[src/rtl/cpu_pkg.sv]
// Shared definitions for the 4-bit CPU front end: opcode prefixes, register
// write-enable bit positions, data_bus source codes and the sequencer FSM states.
package cpu_pkg;

    // Opcode prefixes, compared against the top bits of the instruction
    localparam logic       OP_LOAD = 1'b0;      // 0ddd_nnnn
    localparam logic [1:0] OP_MOVE = 2'b10;     // 10dd_dsss
    localparam logic [2:0] OP_ALU  = 3'b110;    // 110x_yfff
    localparam logic [3:0] OP_JMP  = 4'b1110;   // 1110_aaaa
    localparam logic [3:0] OP_JNZ  = 4'b1111;   // 1111_aaaa

    localparam logic [3:0] REG_X0   = 4'd0;
    localparam logic [3:0] REG_X1   = 4'd1;
    localparam logic [3:0] REG_Y0   = 4'd2;
    localparam logic [3:0] REG_Y1   = 4'd3;
    localparam logic [3:0] REG_R    = 4'd4;
    localparam logic [3:0] REG_M    = 4'd5;
    localparam logic [3:0] REG_I    = 4'd6;
    localparam logic [3:0] REG_DM   = 4'd7;
    localparam logic [3:0] REG_OREG = 4'd8;

    // Destination field encoding used by load and move
    localparam logic [2:0] DEST_I  = 3'd6;
    localparam logic [2:0] DEST_DM = 3'd7;

    localparam logic [3:0] SRC_X0      = 4'd0;
    localparam logic [3:0] SRC_X1      = 4'd1;
    localparam logic [3:0] SRC_Y0      = 4'd2;
    localparam logic [3:0] SRC_Y1      = 4'd3;
    localparam logic [3:0] SRC_R       = 4'd4;
    localparam logic [3:0] SRC_M       = 4'd5;
    localparam logic [3:0] SRC_I       = 4'd6;
    localparam logic [3:0] SRC_DM      = 4'd7;
    localparam logic [3:0] SRC_PM_DATA = 4'd8;
    localparam logic [3:0] SRC_I_PINS  = 4'd9;
    localparam logic [3:0] SRC_ALU     = 4'd10;

    typedef enum logic [1:0] {
        ST_INIT,
        ST_FETCH,
        ST_EXEC,
        ST_HALT
    } state_t;

    // The destination field orders o_reg before m/i/dm, unlike the reg_en bit map
    function automatic logic [3:0] dest_bit(input logic [2:0] dest);
        logic [3:0] bit_idx;
        case (dest)
            3'd0:    bit_idx = REG_X0;
            3'd1:    bit_idx = REG_X1;
            3'd2:    bit_idx = REG_Y0;
            3'd3:    bit_idx = REG_Y1;
            3'd4:    bit_idx = REG_OREG;
            3'd5:    bit_idx = REG_M;
            3'd6:    bit_idx = REG_I;
            default: bit_idx = REG_DM;
        endcase
        return bit_idx;
    endfunction

endpackage

[src/rtl/instruction_decoder.sv]
// Pure combinational instruction decode: ir -> bus source, write enables, i
// auto-increment and jump flags. Gating to the execute cycle is done by the parent.
module instruction_decoder
    import cpu_pkg::*;
(
    input  logic [7:0] ir,
    output logic [3:0] source_sel,
    output logic [8:0] reg_en,
    output logic       i_sel,
    output logic       x_sel,
    output logic       y_sel,
    output logic       is_jump,
    output logic       is_jnz
);

    logic [2:0] dest;
    logic       has_dest;
    logic       src_is_dm;

    assign x_sel = ir[4];
    assign y_sel = ir[3];

    always_comb begin
        source_sel = SRC_X0;
        reg_en     = '0;
        i_sel      = 1'b0;
        is_jump    = 1'b0;
        is_jnz     = 1'b0;
        dest       = '0;
        has_dest   = 1'b0;
        src_is_dm  = 1'b0;

        if (ir[7] == OP_LOAD) begin
            dest       = ir[6:4];
            has_dest   = 1'b1;
            source_sel = SRC_PM_DATA;
        end else if (ir[7:6] == OP_MOVE) begin
            dest       = ir[5:3];
            has_dest   = 1'b1;
            src_is_dm  = (ir[2:0] == DEST_DM);
            // A register moved onto itself is the encoding for reading the input pins
            source_sel = (ir[5:3] == ir[2:0]) ? SRC_I_PINS : {1'b0, ir[2:0]};
        end else if (ir[7:5] == OP_ALU) begin
            reg_en[REG_R] = 1'b1;
            source_sel    = SRC_ALU;
        end else if (ir[7:4] == OP_JMP) begin
            is_jump = 1'b1;
        end else begin
            is_jnz = 1'b1;
        end

        if (has_dest) begin
            reg_en[dest_bit(dest)] = 1'b1;
            // Any dm access post-increments i, unless i itself is being written
            if ((dest == DEST_DM || src_is_dm) && dest != DEST_I) begin
                reg_en[REG_I] = 1'b1;
                i_sel         = 1'b1;
            end
        end
    end

endmodule

[src/rtl/program_sequencer.sv]
// Program sequencer: fetches instructions from program ROM over req/ack, decodes them
// and drives the computational unit. Optional ROM watchdog: PROGRAM_SEQUENCER_WATCHDOG_EN.
module program_sequencer
    import cpu_pkg::*;
#(
    parameter int              PC_W         = 8,
    parameter logic [PC_W-1:0] RESET_VECTOR = '0,
    parameter int              ROM_TIMEOUT  = 16
) (
    input  logic            clk,
    input  logic            reset_n,
    output logic            rom_req,
    output logic [PC_W-1:0] rom_addr,
    input  logic            rom_ack,
    input  logic [7:0]      rom_data,
    input  logic            r_eq_0,
    output logic            sync_reset,
    output logic [3:0]      source_sel,
    output logic [3:0]      nibble_ir,
    output logic [8:0]      reg_en,
    output logic            i_sel,
    output logic            x_sel,
    output logic            y_sel,
    output logic [PC_W-1:0] pc,
    output logic [7:0]      ir,
    output logic            rom_err
);

    state_t          state;
    state_t          state_next;
    logic [8:0]      dec_reg_en;
    logic            dec_i_sel;
    logic            dec_jump;
    logic            dec_jnz;
    logic            jump_taken;
    logic [PC_W-1:0] next_pc;

    instruction_decoder u_decoder (
        .ir         (ir),
        .source_sel (source_sel),
        .reg_en     (dec_reg_en),
        .i_sel      (dec_i_sel),
        .x_sel      (x_sel),
        .y_sel      (y_sel),
        .is_jump    (dec_jump),
        .is_jnz     (dec_jnz)
    );

    assign rom_addr  = pc;
    assign nibble_ir = ir[3:0];

    // Jumps only replace the low nibble, so targets stay within the current 16-byte page
    assign jump_taken = dec_jump || (dec_jnz && !r_eq_0);
    assign next_pc    = jump_taken ? {pc[PC_W-1:4], ir[3:0]} : pc + PC_W'(1);

    always_ff @(posedge clk or negedge reset_n) begin
        if (!reset_n) begin
            state <= ST_INIT;
        end else begin
            state <= state_next;
        end
    end

    always_ff @(posedge clk or negedge reset_n) begin
        if (!reset_n) begin
            pc <= RESET_VECTOR;
            ir <= 8'hFF;
        end else begin
            if (state == ST_FETCH && rom_ack) begin
                ir <= rom_data;
            end
            if (state == ST_EXEC) begin
                pc <= next_pc;
            end
        end
    end

`ifdef PROGRAM_SEQUENCER_WATCHDOG_EN
    localparam int WD_W = $clog2(ROM_TIMEOUT + 1);

    logic [WD_W-1:0] wd_cnt;
    logic            wd_expired;
    logic            rom_err_q;

    assign wd_expired = (state == ST_FETCH) && !rom_ack && (wd_cnt == WD_W'(ROM_TIMEOUT - 1));

    // Counts cycles spent waiting in FETCH; restarts from zero on every FETCH entry
    always_ff @(posedge clk or negedge reset_n) begin
        if (!reset_n) begin
            wd_cnt    <= '0;
            rom_err_q <= 1'b0;
        end else begin
            if (state == ST_FETCH) begin
                wd_cnt <= wd_cnt + WD_W'(1);
            end else begin
                wd_cnt <= '0;
            end
            if (wd_expired) begin
                rom_err_q <= 1'b1;
            end
        end
    end

    assign rom_err = rom_err_q;
`else
    localparam int unused_rom_timeout = ROM_TIMEOUT;

    assign rom_err = 1'b0;
`endif

    // Outputs come straight from the state so reset removes rom_req asynchronously
    always_comb begin
        state_next = state;
        sync_reset = 1'b0;
        rom_req    = 1'b0;
        reg_en     = '0;
        i_sel      = 1'b0;

        case (state)
            ST_INIT: begin
                sync_reset = 1'b1;
                state_next = ST_FETCH;
            end
            ST_FETCH: begin
                rom_req = 1'b1;
                if (rom_ack) begin
                    state_next = ST_EXEC;
                end
`ifdef PROGRAM_SEQUENCER_WATCHDOG_EN
                else if (wd_expired) begin
                    state_next = ST_HALT;
                end
`endif
            end
            ST_EXEC: begin
                reg_en     = dec_reg_en;
                i_sel      = dec_i_sel;
                state_next = ST_FETCH;
            end
`ifdef PROGRAM_SEQUENCER_WATCHDOG_EN
            ST_HALT: begin
                state_next = ST_HALT;
            end
`endif
            default: begin
                state_next = ST_INIT;
            end
        endcase
    end

endmodule

[config.mk]
export PLATFORM = sky130hd
export DESIGN_NAME = program_sequencer
export DESIGN_NICKNAME = d
export VERILOG_FILES = /design/src/rtl/cpu_pkg.sv /design/src/rtl/instruction_decoder.sv /design/src/rtl/program_sequencer.sv
export SDC_FILE = /design/constraint.sdc
export NUM_CORES = 1
export LEC_CHECK = 0
export ABC_CLOCK_PERIOD_IN_PS = 1620
export CORE_AREA = 5 5 63 65
export CTS_BUF_LIST = sky130_fd_sc_hd__clkbuf_2 sky130_fd_sc_hd__clkbuf_4 sky130_fd_sc_hd__clkbuf_8
export DETAILED_ROUTE_END_ITERATION = 7
export DIE_AREA = 0 0 68 70
export PLACE_DENSITY = 0.76
export SYNTH_ARGS = -nofsm -noshare
export SYNTH_HDL_FRONTEND = slang
export SYNTH_SLANG_ARGS = --single-unit
[constraint.sdc]
create_clock -name clk -period 1.62 [get_ports clk]
set_input_delay 0.162 -clock clk [delete_from_list [all_inputs] [get_ports clk]]
set_output_delay 0.162 -clock clk [all_outputs]
set_load 0.01 [all_outputs]
==> flow_summary.ini, run 1 <==
[logic_synthesis]
synthMuxAreaShare_pct = 9.44
synthAdderAreaFrac_pct = 0.983
synthSimpleGateAreaFrac_pct = 24.4
syn_nets = 150
yosysTopAreaCell = dfrtp_1
synth_commonest_cells = 17 x buf_4, 10 x dfrtp_1, 10 x nand2_1
ys_seq_elements = 18
synth_cell_types = 42
synth.most_common_cell = buf_4
synth.avg_cell_area_um2 = 9.29
syn_inst = 137
synth-compound-area-share_pct = 10.6
synth_top_area_share_pct = 19.7
synth_area_leaders = dfrtp_1 20%, dfstp_2 17%, buf_4 10%, mux2_2 7.1%, xor2_1 4.8%
synth_edf_count = 0
netlist_area_um2 = 1270
ys_warn_count = 0
synthArstFlopShare_pct = 100
ys_seq_area_share_pct = 36.2
synth_xor_area_share_pct = 4.82
synth_top_family_by_area = simple AND/OR/NAND/NOR gates
synthFlopType = dfrtp_1

[routing]
antenna_left = 0
via_per_inst = 5.06
vias = 1335
dr.pass1.iters = 4
drc = 0
routedWlPerCell_um = 17.5
drt_iter0_drc = 71
wl_um = 4630

[critical_path]
r2r_start = ir[7]
start_kind = flop
crit_arrival_ns = 1.77
rrSetupSlack_ns = -0.03
reg2reg_to = pc[2]
endpoint_kind = output port
critical_path_class = reg -> out
cp.required_ns = 1.46
critPathMaxFanout = 4
r2r_cells = 7

[grt]
grt_pass1_wl_um = 7000
grt_pass1_vias = 1399
grt_max_degree = 19
grt_antenna_before_repair = 0
grt_overflow = 0
track_usage_pct = 19.1

[sta]
tns_ns = -2.41
fin_ws_ns = -0.308
rsz0062_at_grt = true
hold_viol = 0
setup_viol = 15
max_clock_freq_mhz = 519
period_share_pct = 119
worst_clock_skew_ns = 0.0190
slew_viol_final = 0
min_period_ns = 1.93

[floorplan]
start_util_pct = 38.7
io_pins = 59
die-width_um = 68
core-area_um2 = 3280
rows = 21
dieArea_um2 = 4760
die_h_um = 70

[layout]
drive_gt1_share_pct = 51.8
diodes = 0
fin_nets = 232
synthToLayoutAreaGrowth_pct = 77.3

[flow_run]
cap_violations = 0

[outcome]
violations = negative setup slack
status = complete, but fails checks

[pwr]
vdd_drop_max_mv = 0.799
pwr-share-comb_pct = 65.4
power_density_nw_per_um2 = 1440
swShare_pct = 40.5
clkPwrFrac_pct = 8.9
p_int_w = 0.00193
seqPwrFrac_pct = 25.7
p_switching_w = 0.00132
leakagePower_nw = 1.03

[clock_network]
clockBufferDepth = 2
cts.clk_slew.worst_paths_ns = 0.12
root_buffer = clkbuf_4
hold_buffers = 0
cts_buffers = 3
insertion_delay_ns = 0.31
cts.sinks = 18
cts_max_level = 1
cts_tree = built

[place]
portBuffers = 57
gp_congestion = 0.958
pre_cts_ws_ns = -0.439
place_hpwl_um = 3000

[min_path]
hold_class = in -> async
## placed cells by master, fill, tap and decap left out, types with 4 or more instances in the layout
cell,instances
buf_4,32
clkdlybuf4s50_1,27
buf_2,14
buf_6,12
dlygate4sd2_1,10
nand2_1,9
dfrtp_1,9
dfstp_2,8
mux2_2,7
xor2_1,5
nor2_1,5
clkdlybuf4s15_1,5
nor2b_4,4
a21oi_1,4
nand3_1,4
## critical path, stage by stage (launching register included)
cell      delay [ns]
dfstp_2         0.57
buf_6           0.13
nor2b_4         0.05
nor2b_4         0.12
a31o_2          0.21
a221oi_2        0.22
buf_2           0.17
## logic make-up (layout without fill, tap and decap cells)
kind of cell / Yosys count / count (layout)
and+or+nand+nor: 53 / 53
buffers and inverters: 27 / 108
AOI/OAI and AO/OA: 19 / 19
DFF: 18 / 18
muxes: 11 / 11
xor gates and xnor gates: 7 / 7
adders and majority gates: 1 / 1
other: 1 / 1
## what timing repair did
item | in CTS | in global routing
resized for setup | 107 | 27
cloned | 1 | 0
pin swaps | 8 | 12
setup endpoints to repair | 31 | 27
endpoints found under the hold margin | 0 | 0
setup buffers | 13 | 4
## cell type report
type	count	area, µm²
well taps	46	57.6
flip-flops and latches	18	462
fillers	257	1030
repair buffers	101	873
inverters	3	11.3
clock buffers	4	36.3
multi-input cells	92	816
## worst max path at each step
stage | start | end | slack, ns | cells after the start
global route | ir[7] | i_sel | -0.39 | 6
detailed placement | ir[7] | i_sel | -0.44 | 5
CTS | ir[7] | i_sel | -0.26 | 6
floorplan | ir[5] | i_sel | 0.001 | 4
finish | ir[7] | i_sel | -0.31 | 6
global placement | ir[7] | i_sel | -0.39 | 5
## state kept, by name, summed over array words and instances (netlist names)
register	flops
ir	8
pc	8
state	2
## through the flow
| stage | instance area [µm²] | hold slack, ns | power, W | instances | util [%] |
|---|---|---|---|---|---|
| 2_1_floorplan | 1270 | -0.134 | 0.00168 | 137 | - |
| 3_3_place_gp | 1970 | 0.480 | 0.00249 | 246 | 59.9 |
| 3_5_place_dp | 1970 | 0.484 | 0.00255 | 246 | 59.9 |
| 4_1_cts | 2160 | 0.173 | 0.00306 | 264 | 65.8 |
| 5_1_grt | 2260 | 0.193 | 0.00343 | 264 | 68.7 |
| 6_report | 2260 | 0.161 | 0.00325 | 264 | 68.7 |
## per-layer routing
| metal | up-vias | GRT usage (%) | routed length (µm) |
|---|---|---|---|
| met5 | - | 0 | 0 |
| met4 | 0 | 7.51 | 88 |
| met3 | 8 | 4.97 | 270 |
| met2 | 52 | 32.9 | 2510 |
| met1 | 656 | 21.7 | 1760 |
| li1 | 619 | - | - |
## power by group through the flow
stage	clock [W]	sequential [W]	combinational, W
floorplan	0	0.000872	0.000807
global placement	0	0.000801	0.00169
detailed placement	0	0.000819	0.00174
CTS	0.000289	0.000811	0.00196
global route	0.000316	0.000859	0.00226
finish	0.000288	0.000835	0.00212
(Power assumes the default switching activity.)
==> run 2: changes to the inputs <==
--- a/config.mk
+++ b/config.mk
@@ -10,6 +10,7 @@
 export CTS_BUF_LIST = sky130_fd_sc_hd__clkbuf_2 sky130_fd_sc_hd__clkbuf_4 sky130_fd_sc_hd__clkbuf_8
 export DETAILED_ROUTE_END_ITERATION = 7
 export DIE_AREA = 0 0 68 70
+export MAX_ROUTING_LAYER = met4
 export PLACE_DENSITY = 0.76
 export SYNTH_ARGS = -nofsm -noshare
 export SYNTH_HDL_FRONTEND = slang
==> run 2 against run 1 <==
Against the previous run:
- the run still ends with negative setup slack left
- highest routed layer unchanged
- first-iteration DRC count grew 31%
- design area shrank 2.9%
- non-clock buffer count is the same
==> flow_summary.ini, run 2 (synthesized netlist as in run 1, its figures left out) <==
[routing]
drc = 0
via_per_inst = 5.08
dr.pass1.iters = 4
vias = 1342
routedWlPerCell_um = 16.1
wl_um = 4260
drt_iter0_drc = 93
antenna_left = 0

[layout]
reg.largest.list = ir x8, pc x8, state x2
multi_input_area_um2 = 757
layout.area.seq_um2 = 462
drive_gt1_share_pct = 49.1
synthToLayoutAreaGrowth_pct = 72.2
fin_nets = 232
n_fill_cell = 267
fin_util_pct = 66.7
final_cell_area_um2 = 2190
final_common_cell = buf_4
diodes = 0
layout_common_cells = 32 x buf_4, 27 x clkdlybuf4s50_1, 12 x buf_2

[sta]
tns_ns = -3.68
worst_clock_skew_ns = 0.0154
setup_viol = 22
slew_viol_final = 0
max_clock_freq_mhz = 516
min_period_ns = 1.94
fin_ws_ns = -0.318
hold_viol = 0
period_share_pct = 120
rsz0062_at_grt = true

[clock_network]
cts_max_level = 1
cts.sinks = 18
cts_buffers = 3
clockBufferDepth = 2
root_buffer = clkbuf_4
cts.clk_slew.worst_paths_ns = 0.12
insertion_delay_ns = 0.31
cts_tree = built

[pwr]
leakagePower_nw = 1.01
vdd_drop_max_mv = 0.681
power_density_nw_per_um2 = 1430

[critical_path]
reg2reg_to = pc[1]
rrSetupSlack_ns = -0.17
r2r_cells = 8
crit_chain = buf_6 > nor2b_2 > nor2b_1 > a31o_2 > a221oi_2 > buf_2
critPathLaunch = ir[7]
cp.required_ns = 1.46
cpPeakStageDelay_ns = 0.57
start_kind = flop
endpoint_kind = output port
critical_path_class = reg -> out
cp_slowest_cell = dfstp_2
r2r_start = ir[7]
critPathMaxFanout = 4
crit_arrival_ns = 1.78

[floorplan]
io_pins = 59
rows = 21
die-width_um = 68
start_util_pct = 38.7
die_h_um = 70
core-area_um2 = 3280
dieArea_um2 = 4760

[grt]
grt_max_degree = 19
grt_antenna_before_repair = 0
grt_pass1_wl_um = 6510
track_usage_pct = 17.9
grt_overflow = 0
grt_pass1_vias = 1342

[place]
place_hpwl_um = 3010
pre_cts_ws_ns = -0.474
gp_congestion = 0.952
place_area_um2 = 1970
portBuffers = 57

[min_path]
hold_class = in -> async

[outcome]
status = complete, but fails checks
violations = negative setup slack

[flow_run]
cap_violations = 0
-- run 2: cell count changes in the layout (fill, tap and decap cells not counted), moves of 2 or more --
cell,change
buf_6,-2
clkdlybuf4s15_1,-2
buf_2,-2
clkbuf_2,+4
nor2b_4,-3
nor2b_1,+2
-- run 2: critical path, delay by kind of cell (launching register included) --
family          cells  cell delay (ns)
simple gates        2             0.18
buf+inv             2             0.29
compound gates      2             0.43
flops               1             0.57
-- run 2: where the power goes --
group	internal, W	total [W]	switching, W
sequential	0.000626	0.000821	0.000195
clock	0.000137	0.000292	0.000155
combinational	0.00112	0.00202	0.000896
total	0.00188	0.00313	0.00125
-- run 2: stage by stage --
stage / hold slack [ns] / total power, W / std cells
floorplan: -0.134 / 0.00168 / 137
global route: 0.186 / 0.00331 / 264
CTS: 0.183 / 0.00293 / 261
detailed placement: 0.482 / 0.00256 / 246
finish: 0.178 / 0.00313 / 264
global placement: 0.479 / 0.00250 / 246
-- run 2: how the worst max path moves through the flow --
stage | endpoint | slack, ns | cells after the start
2_1_floorplan | i_sel | 0.001 | 4
3_3_place_gp | i_sel | -0.39 | 5
3_5_place_dp | i_sel | -0.47 | 5
4_1_cts | i_sel | -0.28 | 6
5_1_grt | i_sel | -0.38 | 6
6_report | i_sel | -0.32 | 6
-- run 2: routing by layer --
| layer | GRT usage [%] | up-vias | wire length (µm) |
|---|---|---|---|
| li1 | - | 619 | - |
| met1 | 19.9 | 650 | 1710 |
| met2 | 31.6 | 62 | 2190 |
| met3 | 3.69 | 11 | 280 |
| met4 | 5.08 | 0 | 82 |
| met5 | - | - | 0 |
-- run 2: cell type report --
cell class,count,share of cell area [%]
sequential,18,21.1
inverter,3,0.514
timing repair buffer,101,39.6
multi-input combinational,92,34.6
tap,46,2.63
clock buffer,4,1.66
-- run 2: timing repair --
item / 4_1_cts / 5_1_grt
gates resized for setup: 87 / 30
pin swaps: 13 / 15
endpoints found under the setup margin: 36 / 27
setup buffers: 11 / 4
hold buffers: 0 / 0
==> run 3: changes to the inputs <==
--- a/config.mk
+++ b/config.mk
@@ -12,6 +12,7 @@
 export DIE_AREA = 0 0 68 70
 export MAX_ROUTING_LAYER = met4
 export PLACE_DENSITY = 0.76
+export SLEW_MARGIN = 30
 export SYNTH_ARGS = -nofsm -noshare
 export SYNTH_HDL_FRONTEND = slang
 export SYNTH_SLANG_ARGS = --single-unit
==> results of run 3 <==
No change in the layout: final DEF, timing and power equal those of run 2.
==> RTL edit 1, RTL diff (settings of run 1) <==
The parameter `PC_W` goes from 8 to 10.
--- a/src/rtl/program_sequencer.sv
+++ b/src/rtl/program_sequencer.sv
@@ -5,3 +5,3 @@
 #(
-    parameter int              PC_W         = 8,
+    parameter int              PC_W         = 10,
     parameter logic [PC_W-1:0] RESET_VECTOR = '0,
Ports: changed (resized pc and rom_addr); port bits go from 59 to 63. The function was not compared with the original's and may differ.
==> RTL edit 1 against run 1 <==
- the run still ends with negative setup slack left
- cell area increased by 2.1%
- first-iteration DRC count unchanged
- hold slack improved by 0.0051 ns
- global-route usage increased by 0.69 points
- area after synthesis increased by 6.7%
- clock power increased by 5%
- sequential share of layout area increased by 1.7 points
- total power decreased by 1.6%
- wire length increased by 0.43%
- sequential cell count increased by 2
- combinational power decreased by 4%
- setup slack improved by 0.032 ns
- critical path type unchanged
- critical endpoint is now source_sel[0]
- largest cell class unchanged
==> RTL edit 1: results (changes against run 1) <==
Outcome
  – Status: finished with violations
  – Failing checks: negative setup slack

Global route
  – Vias in the first global route: 1520 (+8.6%)
  – Routing usage on met2: 35.8% (+2.9 points)
  – First-pass GRT wire length: 7.35 mm (+4.9%)
  – M1 GR Usage: 21.7% (+0.043 points)
  – Gr usage total: 19.7% (+0.69 points)
  – Largest net degree at the start of global routing: 21 (+2)
  – Met3 GRT Util: 4.33% (-0.64 points)

Route
  – Routed vias: 1442 (+8.0%)
  – Routed WL: 4.65 mm (+0.43%)
  – Wire length on met1: 1.82 mm (+3.2%)
  – Met3 Routed Length: 281 microns (+4.1%)
  – Metal2 WL: 2.41 mm (-4.0%)

STA
  – # setup viols final: 15 (unchanged)
  – Final WS setup: -0.277 ns (+0.0315 ns)

Synth
  – Top post-synthesis cells by count: 18 x buf_4, 12 x dfrtp_1, 11 x nand2_1
  – Synth cell types: 39 (-7.1%)
  – EDFF count, synth: 0 (unchanged)
  – Syn nets: 161 (+7.3%)

Finish
  – Largest registers: pc (10), ir (8), state (2)
  – Nets: 243 (+4.7%)
  – Final instance area: 0.00230 sq mm (+2.1%)
  – Layout cell share with drive strength beyond 1: 44.1% (-7.7 points)
  – Layout fillers: 248 (-3.5%)

Placed design
  – DP Worst Slack: -0.351 ns (+0.0878 ns)
  – Placed instance area: 0.00207 sq mm (+5.0%)
  – Routability cong.: 0.810 (-15%)

CTS
  – Post_cts resized: 101 (-5.6%)

Power
  – Static Leakage: 1.08 nW (+4.0%)
  – Max VDD drop: 0.690 mV (-14%)

Worst setup path
  – Critical Path Start: ir[4]
  – Worst r2r src: ir[5]
## RTL edit 1: power groups by stage
| stage | Clock, mW | Sequential (mW) | Combinational (mW) |
|---|---|---|---|
| after detailed placement | 0 | 0.856 | 1.73 |
| after CTS | 0.310 | 0.847 | 1.85 |
| after global routing | 0.339 | 0.892 | 2.18 |
| final | 0.303 | 0.868 | 2.03 |
| after global placement | 0 | 0.842 | 1.69 |
| after floorplan | 0 | 0.917 | 0.804 |
## RTL edit 1: through the flow
step | hold WS, ns | instances | power [mW] | TNS, ns
after detailed placement | 0.497 | 256 | 2.59 | -3.22
after CTS | 0.174 | 272 | 3.00 | -2.08
after floorplan | -0.134 | 148 | 1.72 | 0
after global placement | 0.476 | 256 | 2.53 | -2.73
final | 0.166 | 275 | 3.20 | -2.61
after global routing | 0.188 | 275 | 3.41 | -3.97
## RTL edit 1: worst paths after layout
| path | to | slack [ns] | depth (start not counted) |
|---|---|---|---|
| worst max-delay path | source_sel[0] | -0.28 | 6 |
| worst max register to register | pc[2] | -0.03 | 7 |
| worst min register to register | pc[9] | 0.51 | 1 |
| max in group asynchronous | ir[7] | 1.16 | 2 |
| min in group clk | ir[3] | 0.40 | 3 |
| worst min-delay path | pc[3] | 0.17 | 2 |
## RTL edit 1: layout make-up
type	instances	share of cell area, %
well taps	46	2.50
multi-input cells	99	34.7
clock buffers	4	1.58
inverters	4	0.652
flip-flops and latches	20	22.2
repair buffers	102	38.4
## RTL edit 1: kinds of logic (layout without fill, tap and decap cells)
group	after synthesis	in the layout	synth area share, %
AOI/OAI and AO/OA	21	21	9.86
xor gates and xnor gates	9	9	5.81
adders and majority gates	1	1	0.922
buffers and inverters	29	110	13.5
DFF	20	20	37.6
muxes	11	11	8.85
other	1	1	0.276
and+or+nand+nor	56	56	23.2
==> RTL edit 2, RTL diff (config.mk and constraints of run 1) <==
Without the edit above. The 4 states of `state_t` get a one-hot encoding in 4 bits.
--- a/src/rtl/cpu_pkg.sv
+++ b/src/rtl/cpu_pkg.sv
@@ -37,7 +37,7 @@
 
-    typedef enum logic [1:0] {
-        ST_INIT,
-        ST_FETCH,
-        ST_EXEC,
-        ST_HALT
+    typedef enum logic [3:0] {
+        ST_INIT  = 4'b0001,
+        ST_FETCH = 4'b0010,
+        ST_EXEC  = 4'b0100,
+        ST_HALT  = 4'b1000
     } state_t;
Behaviour: no difference found for any inputs over 10 cycles, from zero or initial values and one cycle with reset_n low; not proved beyond that.
==> RTL edit 2 against run 1 <==
- the flow still finishes with violations (negative setup slack)
- critical path depth decreased by 1
- cell area decreased by 1.3%
- sequential share of layout area increased by 1.4 points
- core utilization decreased by 0.91 points
- clock power decreased by 13%
- clock skew decreased by 0.010 ns
- setup slack improved by 0.026 ns
- wire length decreased by 6.4%
- sequential cell count increased by 1
- total power increased by 43%
- area after synthesis increased by 3.1%
- largest cell class unchanged
==> RTL edit 2: results (changes against run 1) <==
Finish
  – Largest registers: ir (8), pc (8), state (3)
  – Finished Layout Cells: 269 (+1.9%)
  – Layout fillers: 252 (-1.9%)
  – Layout cell share with drive strength beyond 1: 44.4% (-7.4 points)

Worst setup path
  – Worst Path Arrival: 1.74 ns (-0.03 ns)
  – Critical Path Start: ir[6]
  – Crit path to: reg_en[6]
  – Crit Reg-Reg Endpoint: pc[3]
  – Worst-case reg-to-reg path depth: 5 (-2)

Global route
  – Met3 GRT Util: 4.01% (-0.96 points)
  – First-pass GRT wire length: 6.84 mm (-2.4%)
  – Largest net degree at the start of global routing: 20 (+1)

STA
  – Setup TNS: -2.43 ns (-0.0209 ns)
  – Final WS setup: -0.283 ns (+0.0258 ns)
  – Final Hold Slack: 0.177 ns (+0.0159 ns)
  – # setup viols final: 15 (unchanged)

CTS
  – Post_cts resized: 91 (-15%)

Synth
  – Top post-synthesis cells by count: 16 x buf_4, 13 x nand2_1, 10 x dfrtp_1
  – Syn nets: 153 (+2.0%)
  – Seq/Total Area, Yosys: 37.1% (+0.90 points)
  – Mapped Cells: 140 (+2.2%)

Route
  – Routed WL: 4.33 mm (-6.4%)
  – Metal2 WL: 2.28 mm (-9.0%)

Power
  – Static Leakage: 1.05 nW (+1.2%)

Placed design
  – Placed instance area: 0.00200 sq mm (+1.7%)
  – DP Worst Slack: -0.385 ns (+0.0538 ns)

Outcome
  – Status: finished with violations
  – Failing checks: negative setup slack
## RTL edit 2: cell types whose count changed in the layout (fill, tap and decap cells not counted), moves of 3 or more
cell,delta
mux2_1,+8
mux2_2,-7
clkdlybuf4s15_1,-4
clkbuf_2,+3
nand2_1,+3
nand2b_4,+3
## RTL edit 2: where the power goes
group / total, mW / switching (mW) / internal (mW)
logic: 3.28 / 1.45 / 1.83
clock network: 0.250 / 0.137 / 0.113
registers: 1.13 / 0.333 / 0.793
## RTL edit 2: cells by family after synthesis
logic type | synth area share (%)
adders and majority gates | 0.953
xor gates and xnor gates | 4.67
AOI/OAI and AO/OA | 11.4
muxes | 9.15
other | 0.286
DFF | 37.1
and+or+nand+nor | 24.1
buffers and inverters | 12.3
## RTL edit 2: final cells by class
type | instances | area share, %
Inverter | 3 | 0.506
Tap cell | 46 | 2.59
Multi-Input combinational cell | 96 | 35.8
Clock buffer | 4 | 1.35
Sequential cell | 19 | 21.9
Timing Repair Buffer | 101 | 37.9
